===== config.mk =====
export PLATFORM = sky130hd
export DESIGN_NAME = fetch_pc_unit
export DESIGN_NICKNAME = d
export VERILOG_FILES = /design/src/rtl/mips_pkg.sv /design/src/rtl/next_pc_sel.sv /design/src/rtl/fetch_pc_unit.sv
export SDC_FILE = /design/constraint.sdc
export NUM_CORES = 1
export LEC_CHECK = 0
export CAP_MARGIN = 10
export CORE_MARGIN = 4
export CORE_UTILIZATION = 46
export CTS_CLUSTER_SIZE = 30
export DETAILED_ROUTE_END_ITERATION = 8
export PLACE_DENSITY = 0.87
export SLEW_MARGIN = 20
export SYNTH_ARGS = -nofsm -noshare
export SYNTH_HDL_FRONTEND = slang
export SYNTH_SLANG_ARGS = --single-unit

===== constraint.sdc =====
create_clock -name clk -period 4.6 [get_ports clk]
set_input_delay 1.38 -clock clk [delete_from_list [all_inputs] [get_ports clk]]
set_output_delay 1.38 -clock clk [all_outputs]
set_load 0.1 [all_outputs]

===== src/rtl/mips_pkg.sv =====
// Shared MIPS front-end definitions: fetch FSM state encoding, control opcodes and word width.
package mips_pkg;

  localparam int INSTR_W = 32;

  localparam logic [1:0] FETCH = 2'd0;
  localparam logic [1:0] WAIT  = 2'd1;
  localparam logic [1:0] VALID = 2'd2;
  localparam logic [1:0] ERROR = 2'd3;

  localparam logic [5:0] OP_BEQ = 6'b000100;
  localparam logic [5:0] OP_BNE = 6'b000101;
  localparam logic [5:0] OP_J   = 6'b000010;
  localparam logic [5:0] OP_JAL = 6'b000011;

endpackage


===== src/rtl/next_pc_sel.sv =====
// Next-PC selection: sequential, beq/bne relative target, or j/jal pseudo-direct target.
module next_pc_sel
  import mips_pkg::*;
(
  input  logic [INSTR_W-1:0] pc_plus4,
  input  logic               branch,
  input  logic               bne,
  input  logic               jump,
  input  logic               zero,
  input  logic [INSTR_W-1:0] imm_sext,
  input  logic [25:0]        jtarget,
  output logic [INSTR_W-1:0] next_pc
);

  logic signed [INSTR_W-1:0] br_off;
  logic [INSTR_W-1:0]        br_target;
  logic                      taken;

  // Word offset to byte offset; the add wraps modulo 2^32.
  assign br_off    = $signed(imm_sext) <<< 2;
  assign br_target = pc_plus4 + $unsigned(br_off);
  assign taken     = branch & (zero ^ bne);

  always_comb begin
    next_pc = pc_plus4;
    if (jump) begin
      next_pc = {pc_plus4[31:28], jtarget, 2'b00};
    end else if (taken) begin
      next_pc = br_target;
    end
  end

endmodule


===== src/rtl/fetch_pc_unit.sv =====
// Instruction fetch stage: PC register, imem req/ready handshake with timeout, one instruction presented to decode.
module fetch_pc_unit
  import mips_pkg::*;
#(
  parameter logic [31:0] RESET_PC = 32'h0000_0000,
  parameter int unsigned TIMEOUT  = 15
) (
  input  logic        clk,
  input  logic        rst,
  input  logic        stall,
  input  logic        branch,
  input  logic        bne,
  input  logic        jump,
  input  logic        zero,
  input  logic [31:0] imm_sext,
  input  logic [25:0] jtarget,
  output logic        imem_req,
  output logic [31:0] imem_addr,
  input  logic        imem_ready,
  input  logic [31:0] imem_rdata,
  output logic [31:0] instr,
  output logic        instr_valid,
  output logic [31:0] pc_out,
  output logic [31:0] pc_plus4,
  output logic        imem_err
);

  localparam logic [3:0] TIMEOUT_CNT = 4'(TIMEOUT);

  logic [1:0]         state;
  logic [INSTR_W-1:0] pc;
  logic [INSTR_W-1:0] next_pc;
  logic [3:0]         wait_cnt;

  assign pc_out   = pc;
  assign pc_plus4 = pc + 32'd4;

  next_pc_sel u_next_pc_sel (
    .pc_plus4 (pc_plus4),
    .branch   (branch),
    .bne      (bne),
    .jump     (jump),
    .zero     (zero),
    .imm_sext (imm_sext),
    .jtarget  (jtarget),
    .next_pc  (next_pc)
  );

  always_ff @(posedge clk) begin
    if (rst) begin
      state       <= FETCH;
      pc          <= RESET_PC;
      imem_req    <= 1'b0;
      imem_addr   <= RESET_PC;
      instr       <= '0;
      instr_valid <= 1'b0;
      imem_err    <= 1'b0;
      wait_cnt    <= '0;
    end else begin
      case (state)
        FETCH: begin
          imem_req  <= 1'b1;
          imem_addr <= pc;
          wait_cnt  <= '0;
          state     <= WAIT;
        end
        WAIT: begin
          // A response arriving on the final allowed cycle still beats the timeout.
          if (imem_ready) begin
            instr       <= imem_rdata;
            instr_valid <= 1'b1;
            imem_req    <= 1'b0;
            state       <= VALID;
          end else if (wait_cnt + 4'd1 == TIMEOUT_CNT) begin
            imem_err <= 1'b1;
            imem_req <= 1'b0;
            state    <= ERROR;
          end else begin
            wait_cnt <= wait_cnt + 4'd1;
          end
        end
        VALID: begin
          if (!stall) begin
            pc          <= next_pc;
            instr_valid <= 1'b0;
            state       <= FETCH;
          end
        end
        default: begin
          imem_req    <= 1'b0;
          instr_valid <= 1'b0;
        end
      endcase
    end
  end

endmodule

# Yosys cells after proc, flatten, opt, wreduce, memory -nomap -nowiden
# Cells that the tools add are included.
word_totals:
  ff_bits: 105
  inputBits: 98
  output_inout_bits: 131
  elab_cells: 50
classes:
  addsub: 3
  n_eq_ne: 8
  muxes: 15
  bitwise: 6
  reduce_logical: 10
op_table:
  columns: ["cell", "count"]
  rows:
  - ["$mux W32", 2]
  - ["$add A32 B3 Y32 const B", 1]
  - ["$add A32 B32 Y32", 1]
  - ["$reduce_and A3 Y1", 4]
  - ["$mux W4", 2]
  - ["$ne A2 B2 Y1 const B", 4]
  - ["$pmux W4 S2", 1]
  - ["$mux W2", 3]
  - ["$pmux W1 S3", 2]
  - ["$pmux W2 S3", 1]
  - ["$reduce_and A2 Y1", 3]
  - ["$add A4 B1 Y4 const B", 1]
  - ["$eq A4 B4 Y1 const B", 1]
  - ["$mux W1", 4]
  - ["$not A1 Y1", 4]
  - ["$ne A3 B3 Y1 const B", 1]
  - ["$reduce_bool A3 Y1", 1]
  - ["$eq A2 B1 Y1 const B", 1]
  - ["$eq A2 B2 Y1 const B", 1]
  - ["$logic_not A2 Y1", 1]
  - ["$reduce_bool A2 Y1", 1]
  - ["$and A1 B1 Y1", 1]
  - ["$xor A1 B1 Y1", 1]

# Longest topological paths before layout
depth:
  depth_word: 5
  mapped_depth: 19
  depth_no_buf: 18

# Cells and area by module
# From an unflattened synthesis, not the netlist that was laid out.
hier_totals:
  hier_cells: 923
  hier_area_um2: 6642.6
modules_own_cells:
  columns: ["module", "instances", "cells_each", "area_per_inst_um2", "seq_area_each_um2"]
  rows:
  - ["fetch_pc_unit", 1, 564, 4335.4, 2102.0]
  - ["next_pc_sel", 1, 359, 2307.2, 0.0]

# Worst setup path before layout
# No wires, ideal clock.
synth_timing:
  path_kind: "register to register"
  from: "register pc[2], in the netlist pc_out[2]"
  to: "register pc[31], in the netlist pc_out[31]"
  arrival_time_ps: 6231
  t_required_ps: 4533
  setup_slack_ps: -1697
  path_stages_with_launch: 20
  n_path_buf: 1
  synth_period_minus_slack_ps: 6297
  path_cell_list: "dfxtp_1 -> ha_1 -> nand3_1 -> nor2_1 -> nand2b_1 -> nor2_1 -> nand3_1 -> xnor2_1 -> ha_1 -> buf_2 -> a21oi_1 -> nor2b_1 -> o21ai_0 -> nand2b_1 -> a2111o_1 -> or2_2 -> o311ai_1 -> nor2_1 -> xor2_1 -> nor2_1"
synth_via:
  elab_chain_len: 4
synth_lines:
  columns: ["element", "line_no", "rtl"]
  rows:
  - ["start, declared", "fetch_pc_unit.sv:31", "logic [INSTR_W-1:0] pc;"]
  - ["start signal, assigned", "fetch_pc_unit.sv:84", "pc <= next_pc;"]
  - ["$add A32 B3 Y32", "fetch_pc_unit.sv:36", "assign pc_plus4 = pc + 32'd4;"]
  - ["named net pc_plus4[24]", "fetch_pc_unit.sv:24", "output logic [31:0] pc_plus4,"]
  - ["$add A32 B32 Y32", "next_pc_sel.sv:21", "assign br_target = pc_plus4 + $unsigned(br_off);"]
  - ["$mux W32", "next_pc_sel.sv:28", "end else if (taken) begin"]
  - ["$mux W32", "next_pc_sel.sv:26", "if (jump) begin"]
# The timed path passes the listed nets, and every way through them passes these cells.
# A chain may end at the register's enable or synchronous reset.

# Final worst setup path
layout_timing:
  from: "input port imm_sext[0]"
  to: "register pc[28], in the netlist pc_out[28]"
layout_via:
  elab_chain_len: 3
layout_lines:
  columns: ["element", "line_no", "rtl"]
  rows:
  - ["start, declared", "fetch_pc_unit.sv:15", "input logic [31:0] imm_sext,"]
  - ["$add A32 B32 Y32", "next_pc_sel.sv:21", null]
  - ["$mux W32", "next_pc_sel.sv:28", null]
  - ["$mux W32", "next_pc_sel.sv:26", null]
# No other way between the ends.

==> results.sh <==
export IMPL_hpwl_um=15950
export IMPL_critPathArrivalTime_ps=4540
export IMPL_route_detailed_drc=0
export IMPL_h_tree_depth=3
export IMPL_areaGrowthSynthToFinish_pct=45.23
export IMPL_portBuffers=220
export IMPL_swShare=0.3524
export IMPL_critPathMaxFanout=3
export IMPL_synth_ff_type="dfxtp_1"
export IMPL_pwr_share_clk=0.328
export IMPL_cts_buffer_depth=2
export IMPL_n_antenna_cell=0
export IMPL_pin_count=229
export IMPL_postCtsHoldBufs=0
export IMPL_cts_setup_buffers=0
export IMPL_worst_slack_ps=275.8
export IMPL_cts_tree="built"
export IMPL_start_util=0.4783
export IMPL_drv_slew=0
export IMPL_synthTopCellsByCount="194 x nand2_1, 123 x a21oi_1, 101 x dfxtp_1, 70 x nor2_1, 42 x clkbuf_1"
export IMPL_setup_viol=0
export IMPL_final_cells=1255
export IMPL_clk_pin_slew_ps=80
export IMPL_max_cap_violations=0
export IMPL_cp_start_kind="input port"
export IMPL_fp_dieH_um=126.3
export IMPL_clock_sinks=101
export IMPL_core_area_um2=13450
export IMPL_status="finished, final reports clean"
export IMPL_ir_drop_mv=0.2544
export IMPL_synth_seq_cells=101
export IMPL_pre_cts_ws_ps=11.26
export IMPL_grt_start_max_net_pins=104
export IMPL_ys_top_cells_by_area="dfxtp_1 31%, nand2_1 11%, a21oi_1 9.6%"
export IMPL_combPwrFrac=0.280
export IMPL_min_period_ps=4324
export IMPL_period_share=0.9400
export IMPL_placed_cell_area_um2=9015
export IMPL_vias_per_cell=5.615
export IMPL_p_switching_mw=0.8299
export IMPL_finalPower_mw=2.355
export IMPL_skew_ps=7.986
export IMPL_avgSynthCellArea_um2=7.346
export IMPL_yosys_area_top_type="dfxtp_1"
export IMPL_max_clock_freq_mhz=231.3
export IMPL_via_count=7047
export IMPL_synth_edf_count=0
export IMPL_cp_end_kind="flip-flop"
export IMPL_placed_cells=1238
export IMPL_firstDrtPassIters=5
export IMPL_synth_distinct_cells=69
export IMPL_num_rows=42
export IMPL_p_seq_frac=0.392
export IMPL_hp_class="reg -> reg"
export IMPL_leakage_nw=3.713
export IMPL_p_int_mw=1.525
export IMPL_grt_ovfl_total=0
export IMPL_drtIter0Drc=547
export IMPL_crit_type="in -> reg"
export IMPL_synth_most_common_cell="nand2_1"
export IMPL_fillers=1117
export IMPL_required_ps=4810
export IMPL_cts_resized=0
export IMPL_yosysSeqAreaShare=0.3142
export IMPL_grt_pass1_wl_um=33460
export IMPL_gp_congestion=0.9578
export IMPL_design_area_um2=9345
export IMPL_synthesis_area_um2=6435
export IMPL_wl_um=21560
export IMPL_grt_pass1_vias=6427
export IMPL_async_flop_share=0
export IMPL_fin_tns_setup_ps=0
export IMPL_max_slew_worst_pin_slew_ps=1074
export IMPL_layout_drive_gt1_share=0.1242
export IMPL_rsz0062_at_grt="false"
export IMPL_antenna_found_initial=1
export IMPL_ant_nets=0
export IMPL_finalHoldViolCount=0
export IMPL_max_slew_margin_rel=0.2822
export IMPL_rr_worst_depth=16
export IMPL_syn_inst=876
export IMPL_avgRoutedWirePerCell_um=17.18
export IMPL_clk_latency_ps=340
export IMPL_min_path_cells=2
export IMPL_power_density_nw_per_um2=252.0
export IMPL_die_w_um=126.3
export IMPL_yosys_area_top_type_share=0.3142
export IMPL_die_area_um2=15950
export IMPL_fin_nets=1211
export IMPL_synth_warnings=0
export IMPL_numCtsBuffers=9
export IMPL_root_buffer="clkbuf_16"
export IMPL_grt_total_usage=0.2574
-- through the flow --
stage	utilization	hold WS, ps
2_1_floorplan	-	475.2
3_3_place_gp	0.6701	441.1
3_5_place_dp	0.6701	445.9
4_1_cts	0.6926	455.3
5_1_grt	0.6947	473.7
6_report	0.6947	452.6
-- path summary, 6_finish.rpt --
check	endpoint	slack, ps	from
setup / recovery	pc_out[28]	280	imm_sext[0]
hold / removal	instr[2]	450	instr[2]
setup reg to reg	pc_out[31]	340	pc_out[2]
hold reg to reg	instr[2]	450	instr[2]
-- power groups by stage --
stage / logic (mW) / registers (mW) / clock network (mW)
after CTS: 0.653 / 0.923 / 0.790
after global routing: 0.694 / 0.927 / 0.828
after detailed placement: 0.650 / 0.943 / 0
after global placement: 0.645 / 0.942 / 0
final: 0.659 / 0.923 / 0.773
after floorplan: 0.285 / 1.11 / 0
-- critical path, stage by stage --
cell and delay [ps]:
clkdlybuf4s50_1 400, ha_1 220, fa_1 390, a211oi_1 260, o21ai_1 140, o2111ai_1 310
a31oi_1 190, o21ai_0 310, o21ai_0 170, a31oi_1 300, nor2_1 120, o21ai_0 190
o221ai_1 150
-- state kept, by name, summed over array words and instances, names as in the netlist --
signal and cells:
imem_addr 30, instr_valid 1, instr 32, wait_cnt 4, imem_err 1, imem_req 1
pc_out 30, state 2
-- cell families (layout without fill, tap and decap cells) --
family	Yosys count	after routing	synth area share
DFF	101	101	0.3142
other	1	6	0.0005828
adders and majority gates	39	39	0.07700
and+or+nand+nor	369	369	0.2590
muxes	2	2	0.003111
xor gates and xnor gates	53	53	0.07214
buffers and inverters	66	264	0.04608
AOI/OAI and AO/OA	245	245	0.2279
-- placed cells by master, fill, tap and decap left out, drive strengths merged, types with 7 or more instances in the layout --
cell type / synthesis / routed
a31oi: 12 / 12
ha: 38 / 38
a211oi: 7 / 7
a21oi: 124 / 124
clkdlybuf4s50: 0 / 192
xor2: 24 / 24
o211ai: 16 / 16
nand4: 8 / 8
nand3: 24 / 24
o21ai: 36 / 36
clkbuf: 43 / 11
nand2: 194 / 194
nand2b: 9 / 9
xnor2: 29 / 29
nor2b: 8 / 8
a21o: 17 / 17
dfxtp: 101 / 101
inv: 10 / 12
buf: 12 / 46
nor3: 21 / 21
nor2: 70 / 70
-- per-layer routing --
layer | vias up | track usage | share of wire
met2 | 306 | 0.4476 | 0.49
met4 | 2 | 0.06562 | 0.024
li1 | 3438 | - | -
met5 | - | 0 | 0.00037
met3 | 47 | 0.06774 | 0.094
met1 | 3254 | 0.3168 | 0.39
-- final cells by class --
cell class / instances / area, um2 / area share
well taps: 176 / 220.2 / 0.02356
inverters: 10 / 37.54 / 0.004017
repair buffers: 238 / 2287 / 0.2447
clock inverters: 5 / 38.79 / 0.004150
clock buffers: 11 / 264.0 / 0.02825
flip-flops and latches: 101 / 2083 / 0.2229
multi-input cells: 714 / 4414 / 0.4724
Power figures use the tool's default switching activity.
